**config.mk**
```make
export PLATFORM = sky130hd
export DESIGN_NAME = program_loader
export DESIGN_NICKNAME = d
export VERILOG_FILES = /design/src/rtl/program_loader.sv
export SDC_FILE = /design/constraint.sdc
export NUM_CORES = 1
export LEC_CHECK = 0
export CORE_MARGIN = 4
export CORE_UTILIZATION = 45
export CTS_CLUSTER_SIZE = 16
export DETAILED_ROUTE_END_ITERATION = 7
export GPL_TIMING_DRIVEN = 0
export PLACE_DENSITY = 0.85
export SKIP_LAST_GASP = 1
export SYNTH_ARGS = -nofsm -noshare
export SYNTH_HDL_FRONTEND = slang
export SYNTH_SLANG_ARGS = --single-unit
```
**constraint.sdc**
```tcl
create_clock -name clk -period 2.2 [get_ports clk]
set_input_delay 0.55 -clock clk [delete_from_list [all_inputs] [get_ports clk]]
set_output_delay 0.55 -clock clk [all_outputs]
set_load 0.05 [all_outputs]
```
**src/rtl/program_loader.sv**
```systemverilog
// program_loader: bus initiator that copies an external byte stream into
// program memory while holding the CPU in reset, keeping an 8-bit checksum.
// Optional read-back verification pass enabled by PROGRAM_LOADER_VERIFY_EN.
module program_loader #(
  parameter logic [7:0] LOAD_BASE = 8'h00,
  parameter logic [7:0] LOAD_LAST = 8'hDF
) (
  input  logic       clk,
  input  logic       reset,
  input  logic       start,
  input  logic [7:0] length,
  input  logic [7:0] byte_in,
  input  logic       byte_valid,
  output logic       byte_ready,
  input  logic [7:0] from_memory,
  output logic [7:0] to_memory,
  output logic [7:0] address,
  output logic       write,
  output logic       cpu_reset,
  output logic       busy,
  output logic       done,
  output logic       error,
  output logic [7:0] checksum
);

  // 9 bits so a window covering the full 8-bit space does not overflow
  localparam logic [8:0] CAPACITY = {1'b0, LOAD_LAST} - {1'b0, LOAD_BASE} + 9'd1;

  typedef enum logic [2:0] {
    IDLE,
    LOAD,
`ifdef PROGRAM_LOADER_VERIFY_EN
    VERIFY,
`endif
    DONE,
    ERROR
  } state_e;

  state_e     state_q, state_d;
  logic [7:0] address_q, address_d;
  logic [7:0] to_memory_q, to_memory_d;
  logic       write_q, write_d;
  logic       byte_ready_q, byte_ready_d;
  logic       cpu_reset_q, cpu_reset_d;
  logic       busy_q, busy_d;
  logic       done_q, done_d;
  logic       error_q, error_d;
  logic [7:0] checksum_q, checksum_d;
  logic [7:0] index_q, index_d;
  logic [7:0] len_q, len_d;
`ifdef PROGRAM_LOADER_VERIFY_EN
  logic [7:0] vcnt_q, vcnt_d;
  logic [7:0] vsum_q, vsum_d;
`else
  logic       unused_from_memory;
  assign unused_from_memory = ^from_memory;
`endif

  // State and registered-output update with synchronous reset
  always_ff @(posedge clk) begin
    if (reset) begin
      state_q      <= IDLE;
      address_q    <= LOAD_BASE;
      to_memory_q  <= '0;
      write_q      <= 1'b0;
      byte_ready_q <= 1'b0;
      cpu_reset_q  <= 1'b0;
      busy_q       <= 1'b0;
      done_q       <= 1'b0;
      error_q      <= 1'b0;
      checksum_q   <= '0;
      index_q      <= '0;
      len_q        <= '0;
`ifdef PROGRAM_LOADER_VERIFY_EN
      vcnt_q       <= '0;
      vsum_q       <= '0;
`endif
    end else begin
      state_q      <= state_d;
      address_q    <= address_d;
      to_memory_q  <= to_memory_d;
      write_q      <= write_d;
      byte_ready_q <= byte_ready_d;
      cpu_reset_q  <= cpu_reset_d;
      busy_q       <= busy_d;
      done_q       <= done_d;
      error_q      <= error_d;
      checksum_q   <= checksum_d;
      index_q      <= index_d;
      len_q        <= len_d;
`ifdef PROGRAM_LOADER_VERIFY_EN
      vcnt_q       <= vcnt_d;
      vsum_q       <= vsum_d;
`endif
    end
  end

  // Next-state and next-output computation
  always_comb begin
    state_d      = state_q;
    address_d    = address_q;
    to_memory_d  = to_memory_q;
    write_d      = 1'b0;
    byte_ready_d = byte_ready_q;
    cpu_reset_d  = cpu_reset_q;
    busy_d       = busy_q;
    done_d       = done_q;
    error_d      = error_q;
    checksum_d   = checksum_q;
    index_d      = index_q;
    len_d        = len_q;
`ifdef PROGRAM_LOADER_VERIFY_EN
    vcnt_d       = vcnt_q;
    vsum_d       = vsum_q;
`endif
    case (state_q)
      LOAD: begin
        // index == len means this is the write cycle of the final byte
        if (index_q == len_q) begin
          byte_ready_d = 1'b0;
`ifdef PROGRAM_LOADER_VERIFY_EN
          state_d   = VERIFY;
          address_d = LOAD_BASE;
          vcnt_d    = '0;
          vsum_d    = '0;
`else
          state_d     = DONE;
          done_d      = 1'b1;
          busy_d      = 1'b0;
          cpu_reset_d = 1'b0;
          address_d   = LOAD_BASE;
`endif
        end else if (byte_valid && byte_ready_q) begin
          address_d   = LOAD_BASE + index_q;
          to_memory_d = byte_in;
          write_d     = 1'b1;
          checksum_d  = checksum_q + byte_in;
          index_d     = index_q + 8'd1;
          if (index_q + 8'd1 == len_q) byte_ready_d = 1'b0;
        end
      end
`ifdef PROGRAM_LOADER_VERIFY_EN
      VERIFY: begin
        // read data lags its address by one cycle, so cycle k sums address k-1
        if (vcnt_q != '0) vsum_d = vsum_q + from_memory;
        if (vcnt_q == len_q) begin
          busy_d      = 1'b0;
          cpu_reset_d = 1'b0;
          address_d   = LOAD_BASE;
          if (vsum_q + from_memory == checksum_q) begin
            state_d = DONE;
            done_d  = 1'b1;
          end else begin
            state_d = ERROR;
            error_d = 1'b1;
          end
        end else begin
          vcnt_d = vcnt_q + 8'd1;
          if (vcnt_q + 8'd1 < len_q) address_d = LOAD_BASE + vcnt_q + 8'd1;
        end
      end
`endif
      default: begin
        if (start) begin
          done_d     = 1'b0;
          error_d    = 1'b0;
          checksum_d = '0;
          index_d    = '0;
          len_d      = length;
          address_d  = LOAD_BASE;
          if (length == '0) begin
            state_d = DONE;
            done_d  = 1'b1;
          end else if ({1'b0, length} > CAPACITY) begin
            state_d = ERROR;
            error_d = 1'b1;
          end else begin
            state_d      = LOAD;
            busy_d       = 1'b1;
            cpu_reset_d  = 1'b1;
            byte_ready_d = 1'b1;
          end
        end
      end
    endcase
  end

  assign byte_ready = byte_ready_q;
  assign to_memory  = to_memory_q;
  assign address    = address_q;
  assign write      = write_q;
  assign cpu_reset  = cpu_reset_q;
  assign busy       = busy_q;
  assign done       = done_q;
  assign error      = error_q;
  assign checksum   = checksum_q;

endmodule

```
==> impl_results.md, run 1 <==
- Avg WL per Cell: 15.6 µm
- H-tree levels: 2
- Residual DRC: 0
- Number of global-route vias before repair: approximately 2300
- Core Area: 0.00485 mm²
- Starting Density: 47.8%
- Number of diodes: 0
- Initial antenna violation count: 0
- Final setup violation count: 0
- Clock Latency Late Sink: ~0.30 ns
- Number of synthesized register bits: 47
- Max incr delay on CP: 0.86 ns
- Cell area after placement: approximately 0.0029 mm²
- Register area share after synthesis: 40.6%
- Port bufs: 48
- Critical-path top delay cell: clkdlybuf4s50_1
- Hold/Removal Path Class: reg2reg
- Sum Neg Setup Slack: 0 ns
- Max clock buf depth: 2
- PD cells: between 500 and 600 mW/mm²
- Distinct cell type count after synthesis: 40
- Die W: 79.7 µm
- Worst path bufs/invs: 1
- Critical Path AT: 1.61 ns
- Post-synth ARST share: 0%
- Post-route cell area: 0.00316 mm²
- GRT Total Usage: 20.4%
- Total power: 1.88 mW
- Mapped Cells: 289
- Setup CP Type: reg2out
- CP Max Fanout: 4
- First-pass GRT wire length: roughly 10000 µm
- Layout Cells excl Fill: just over 400
- CTS tree: built
- Post-Synthesis Net Count: 326
- Outcome: finished, final reports clean
- Synthesized area: about 0.0023 mm²
- CTS sink count: 47
- Worst path top cell family by delay: buffers and inverters
- Via count: about 2200
- Pins Over Slew Limit: 0
- Hold_buf cts: 0
- Post-Route WL: about 6500 µm
- Initial DRT Pass Iterations: 4
- RD Place Congestion: 0.881
- Fin crit period: 2.16 ns
- MaxCap Viol Count: 0
- Largest net degree at the start of global routing: 15
- Drt initial violations: about 150
- Top cells by area, synth: dfxtp_1 (41%), a21oi_1 (9.7%), nand2_1 (8.6%)
- Post-DP HPWL: 4480 µm
- Top_reg_cell synth: dfxtp_1
- Worst-margin pin slew: 0.625 ns
- Fraction of layout cells with a size suffix above 1: between 10% and 20%
- Via density: approximately 5.4
- CTS Buf Count: 5
- RSZ-0062 raised after global routing: true
- Yosys top cell by area: dfxtp_1
- Yosys top cell area share: between 40% and 50%
- Area Growth Syn to Fin: 36.3%
- Clock slew at reported path FFs: 0.09 ns
- Leak: 1.16 nW
- # nets final: 384
- Fin. Hold Viols: 0
- Peak VDD IR: ~420 µV
- Io pins: 58
- Clock skew: 0.00595 ns
- Detail Route Antenna Nets: 0
- Highest clock rate: between 400 and 500 MHz
- Mean Syn Cell Area: 8.01 µm²
- CP required: 1.65 ns
- Die Y: 79.7 µm
- Root buf cell: clkbuf_8
- Critical Path End Type: output port
- EDFF count, synth: 0
- Rows: 25
- Worst path cell trace: clkdlybuf4s50_1
- Post-placement cell count: between 400 and 500
- Slew margin rel.: 58.3%
- Synth Warn #: 0
- Fin crit share: 98.0%
- Grt ovf: 0
- CP Launch Type: register
- Die ar.: ~0.0064 mm²
[final cells by class]
| cell class | count | area (µm²) |
|---|---|---|
| buffer | 16 | 88.8 |
| clock buffer | 6 | 82.6 |
| clock inverter | 2 | 35.0 |
| fill | 394 | 1690 |
| inverter | 5 | 18.8 |
| multi-input combinational | 221 | 1390 |
| sequential | 47 | 948 |
| tap | 67 | 83.8 |
| timing repair buffer | 51 | 508 |
[worst paths after layout]
check | from | to | slack (ns) | cells after the start
worst max-delay path | checksum[1]$_SDFFE_PP0P_ | checksum[1] | 0.04 | 1
worst min-delay path | address[3]$_SDFFE_PP0P_ | address[3]$_SDFFE_PP0P_ | 0.45 | 2
worst max register to register | index_q[0]$_SDFFE_PP0P_ | byte_ready$_SDFFE_PP0P_ | 0.12 | 7
worst min register to register | address[3]$_SDFFE_PP0P_ | address[3]$_SDFFE_PP0P_ | 0.45 | 2
[synthesized netlist by cell type (all sizes together), types with 2 or more instances]
| library cell | number |
|---|---|
| a21oi | 45 |
| nand2 | 53 |
| and2 | 3 |
| clkbuf | 7 |
| or4 | 2 |
| ha | 8 |
| xor2 | 13 |
| nand2b | 2 |
| a21o | 2 |
| or3 | 4 |
| nor4 | 2 |
| nand3b | 3 |
| nor2 | 15 |
| nor3 | 8 |
| buf | 9 |
| nor2b | 3 |
| o21ai | 9 |
| nand3 | 23 |
| dfxtp | 47 |
| a211oi | 3 |
| inv | 5 |
| xnor2 | 7 |
| a31oi | 5 |
[timing repair]
action | CTS | global route
pin swaps | 1 | 6
setup buffers | 1 | 2
gates cloned | 0 | 0
hold endpoints to repair | 0 | 0
resized for setup | 12 | 16
endpoints found under the setup margin | 4 | 12
[report_power, final]
part / internal, mW / switching, mW
clock: 0.368 / 0.295
sequential: 0.872 / 0.0208
combinational: 0.120 / 0.201
[routing by layer]
layer / vias up / global-route usage (%) / share of wire [%]
met2: 74 / 34.0 / 49
met1: 1036 / 26.0 / 43
met5: - / 0 / 0
met3: 18 / 4.06 / 5.3
li1: 1114 / - / -
met4: 0 / 7.77 / 2.4
[cells by family (layout without fill, tap and decap cells)]
logic type               count (synthesis)  count (layout)  share of synthesized area [%]
adder cells (fa/ha/maj)                  9               9                           5.19
AND/OR/NAND/NOR                        121             121                           24.6
buffers and inverters                   21              80                           4.65
AO/OA/AOI/OAI                           71              71                           17.1
XOR/XNOR                                20              20                           7.89
flip-flops                              47              47                           40.6
[layout by cell type, fill, tap and decap left out, types with 3 or more instances in the layout]
| master | instances |
|---|---|
| clkdlybuf4s50_1 | 43 |
| nor3_1 | 8 |
| dfxtp_1 | 45 |
| nand3b_1 | 3 |
| nand3_1 | 23 |
| clkbuf_1 | 7 |
| buf_2 | 5 |
| inv_1 | 5 |
| clkbuf_8 | 6 |
| ha_4 | 5 |
| xor2_1 | 12 |
| o21ai_0 | 9 |
| or3_1 | 4 |
| buf_4 | 5 |
| nor2b_1 | 3 |
| nor2_1 | 14 |
| nand2_1 | 53 |
| dlymetal6s2s_1 | 4 |
| xnor2_1 | 7 |
| a21oi_1 | 42 |
| a211oi_1 | 3 |
| a31oi_1 | 5 |
[per-stage QoR]
step                      worst slack [ns]  utilization [%]  hold slack (ns)
final                               0.0432             65.1            0.453
after detailed placement            -0.512             59.4            0.445
after CTS                         -0.00161             63.1            0.457
after floorplan                     0.0313                -            0.440
after global placement              -0.491             59.4            0.443
after global routing               -0.0218             65.1            0.482
[sequential cells by signal, summed over array words and instances, names as in the netlist]
signal and cells:
error 1, checksum 8, byte_ready 1, address 8
state_q 2, done 1, len_q 8, write 1
index_q 8, busy 1, to_memory 8
No activity file was read; power rests on OpenSTA's default activity.
==> run 2: changes to the inputs <==
- CELL_PAD_IN_SITES_DETAIL_PLACEMENT: unset -> 0
- CELL_PAD_IN_SITES_GLOBAL_PLACEMENT: unset -> 2
- CORE_UTILIZATION: 45 -> 28
- PLACE_DENSITY: 0.85 -> 0.91
==> impl_results.md, run 2 (synthesis gave the netlist of run 1 again) <==
- Outcome: finished, final reports clean
- Fin. Hold Viols: 0
- CTS Buf Count: 5
- CP Launch Type: register
- Post-layout util: 40.3%
- CP required: 2.37 ns
- Grt ovf: 0
- First-pass GRT wire length: between 10000 and 15000 µm
- Via count: 2199
- Hold/Removal Path Class: reg2reg
- Rows: 32
- Initial DRT Pass Iterations: 4
- R2R Path Start: index_q[0]$_SDFFE_PP0P_
- CTS tree: built
- Clock skew: 0.00773 ns
- Highest clock rate: 465 MHz
- Layout Cells excl Fill: roughly 450
- Final setup margin: 0.0506 ns
- Root buf cell: clkbuf_8
- Via density: between 4 and 5
- Post-route cell area: 0.00318 mm²
- Post-Route WL: 6710 µm
- Sum Neg Setup Slack: 0 ns
- Slew margin rel.: 60.5%
- Internal: around 1.4 mW
- Critical Path AT: 2.32 ns
- Die ar.: 0.00979 mm²
- Worst-margin pin slew: a little under 0.6 ns
- Drt initial violations: 108
- Avg WL per Cell: approximately 15 µm
- Number of global-route vias before repair: 2143
- Most frequent cells in the layout: nand2_1 (53), dfxtp_1 (45), a21oi_1 (43), clkdlybuf4s50_1 (43), nand3_1 (22)
- PD cells: 592 mW/mm²
- Switching Share: about 28%
- Pins Over Slew Limit: 0
- Largest net degree at the start of global routing: 15
- Hold Path Origin: address[4]$_SDFFE_PP0P_
- Worst Setup SP: index_q[0]$_SDFFE_PP0P_
- CP Max Fanout: 7
- Leading cell type in the layout, fill and taps excluded: nand2_1
- Starting Density: 29.4%
- Psw: 0.520 mW
- Fin crit share: 97.7%
- Area Growth Syn to Fin: 37.1%
- Post-placement cell count: 439
- Setup CP Type: reg2reg
- GRT Total Usage: 13.9%
- Port bufs: 48
- CTS sink count: 47
- Setup Slack @ Placement: -0.627 ns
- Total power: around 1.9 mW
- Core Area: between 0.007 and 0.008 mm²
- Clock Latency Late Sink: 0.31 ns
- Final setup violation count: 0
- Max clock buf depth: 2
- Peak VDD IR: 234 µV
- Number of diodes: 0
- Fraction of layout cells with a size suffix above 1: roughly 11%
- Leak: 1.14 nW
- Critical Path End Type: register
- Detail Route Antenna Nets: 0
- Clock slew at reported path FFs: 0.09 ns
- Residual DRC: 0
- Io pins: 58
- Initial antenna violation count: 0
- Post-DP HPWL: 4980 µm
- Die W: 98.9 µm
- Logic pwr share: 16.9%
- Fin crit period: 2.15 ns
- Fin Hold WS: 0.454 ns
- Clk pwr share: 35.6%
- Die Y: a little under 100 µm
- H-tree levels: 2
- Hold_buf cts: 0
- Cell area after placement: 0.00292 mm²
- Seq pwr share: 47.5%
- RD Place Congestion: 0.818
- # nets final: 382
- MaxCap Viol Count: 0
## run 2: changes by cell type in the layout (fill, tap and decap cells not counted), sizes merged
cell          previous run  this run
buf                     12         9
dlygate4sd2              0         3
dlymetal6s2s             4         2
## run 2: worst max-delay path, stage by stage, from the launching register on
cell and delay (ns):
dfxtp_4 0.40, ha_2 0.23, and3_1 0.23, nand3_2 0.12
xnor2_1 0.14, or4_1 0.52, o311ai_1 0.27, a21oi_1 0.09
## run 2: routing by layer
metal	share of wire (%)	global-route usage (%)	vias up
met4	0.91	3.15	0
met2	50	24.3	45
met5	0	0	-
met3	3.3	2.48	5
li1	-	-	1106
met1	46	17.8	1043
## run 2: layout make-up
type	instances	area, µm²
fill	819	4710
clock buffer	6	82.6
buffer	16	91.3
inverter	5	18.8
clock inverter	2	35.0
timing repair buffer	49	489
sequential	47	948
tap	102	128
multi-input combinational	221	1380
## run 2: worst paths after layout
kind / end / slack, ns / cells after the start
max: byte_ready$_SDFFE_PP0P_ / 0.05 / 7
min: address[4]$_SDFFE_PP0P_ / 0.45 / 2
max reg2reg: byte_ready$_SDFFE_PP0P_ / 0.05 / 7
min reg2reg: address[4]$_SDFFE_PP0P_ / 0.45 / 2
## run 2: timing repair
item,in CTS,in global routing
pin swaps,4,3
gates resized for setup,18,9
buffers inserted,1,0
endpoints found under the setup margin,4,26
## run 2: power groups by stage
stage          Clock, mW  Sequential, mW  Combinational [mW]
2_1_floorplan          0           0.947               0.152
3_3_place_gp           0           0.914               0.298
3_5_place_dp           0           0.914               0.300
4_1_cts            0.684           0.892               0.308
5_1_grt            0.726           0.896               0.347
6_report           0.670           0.892               0.318
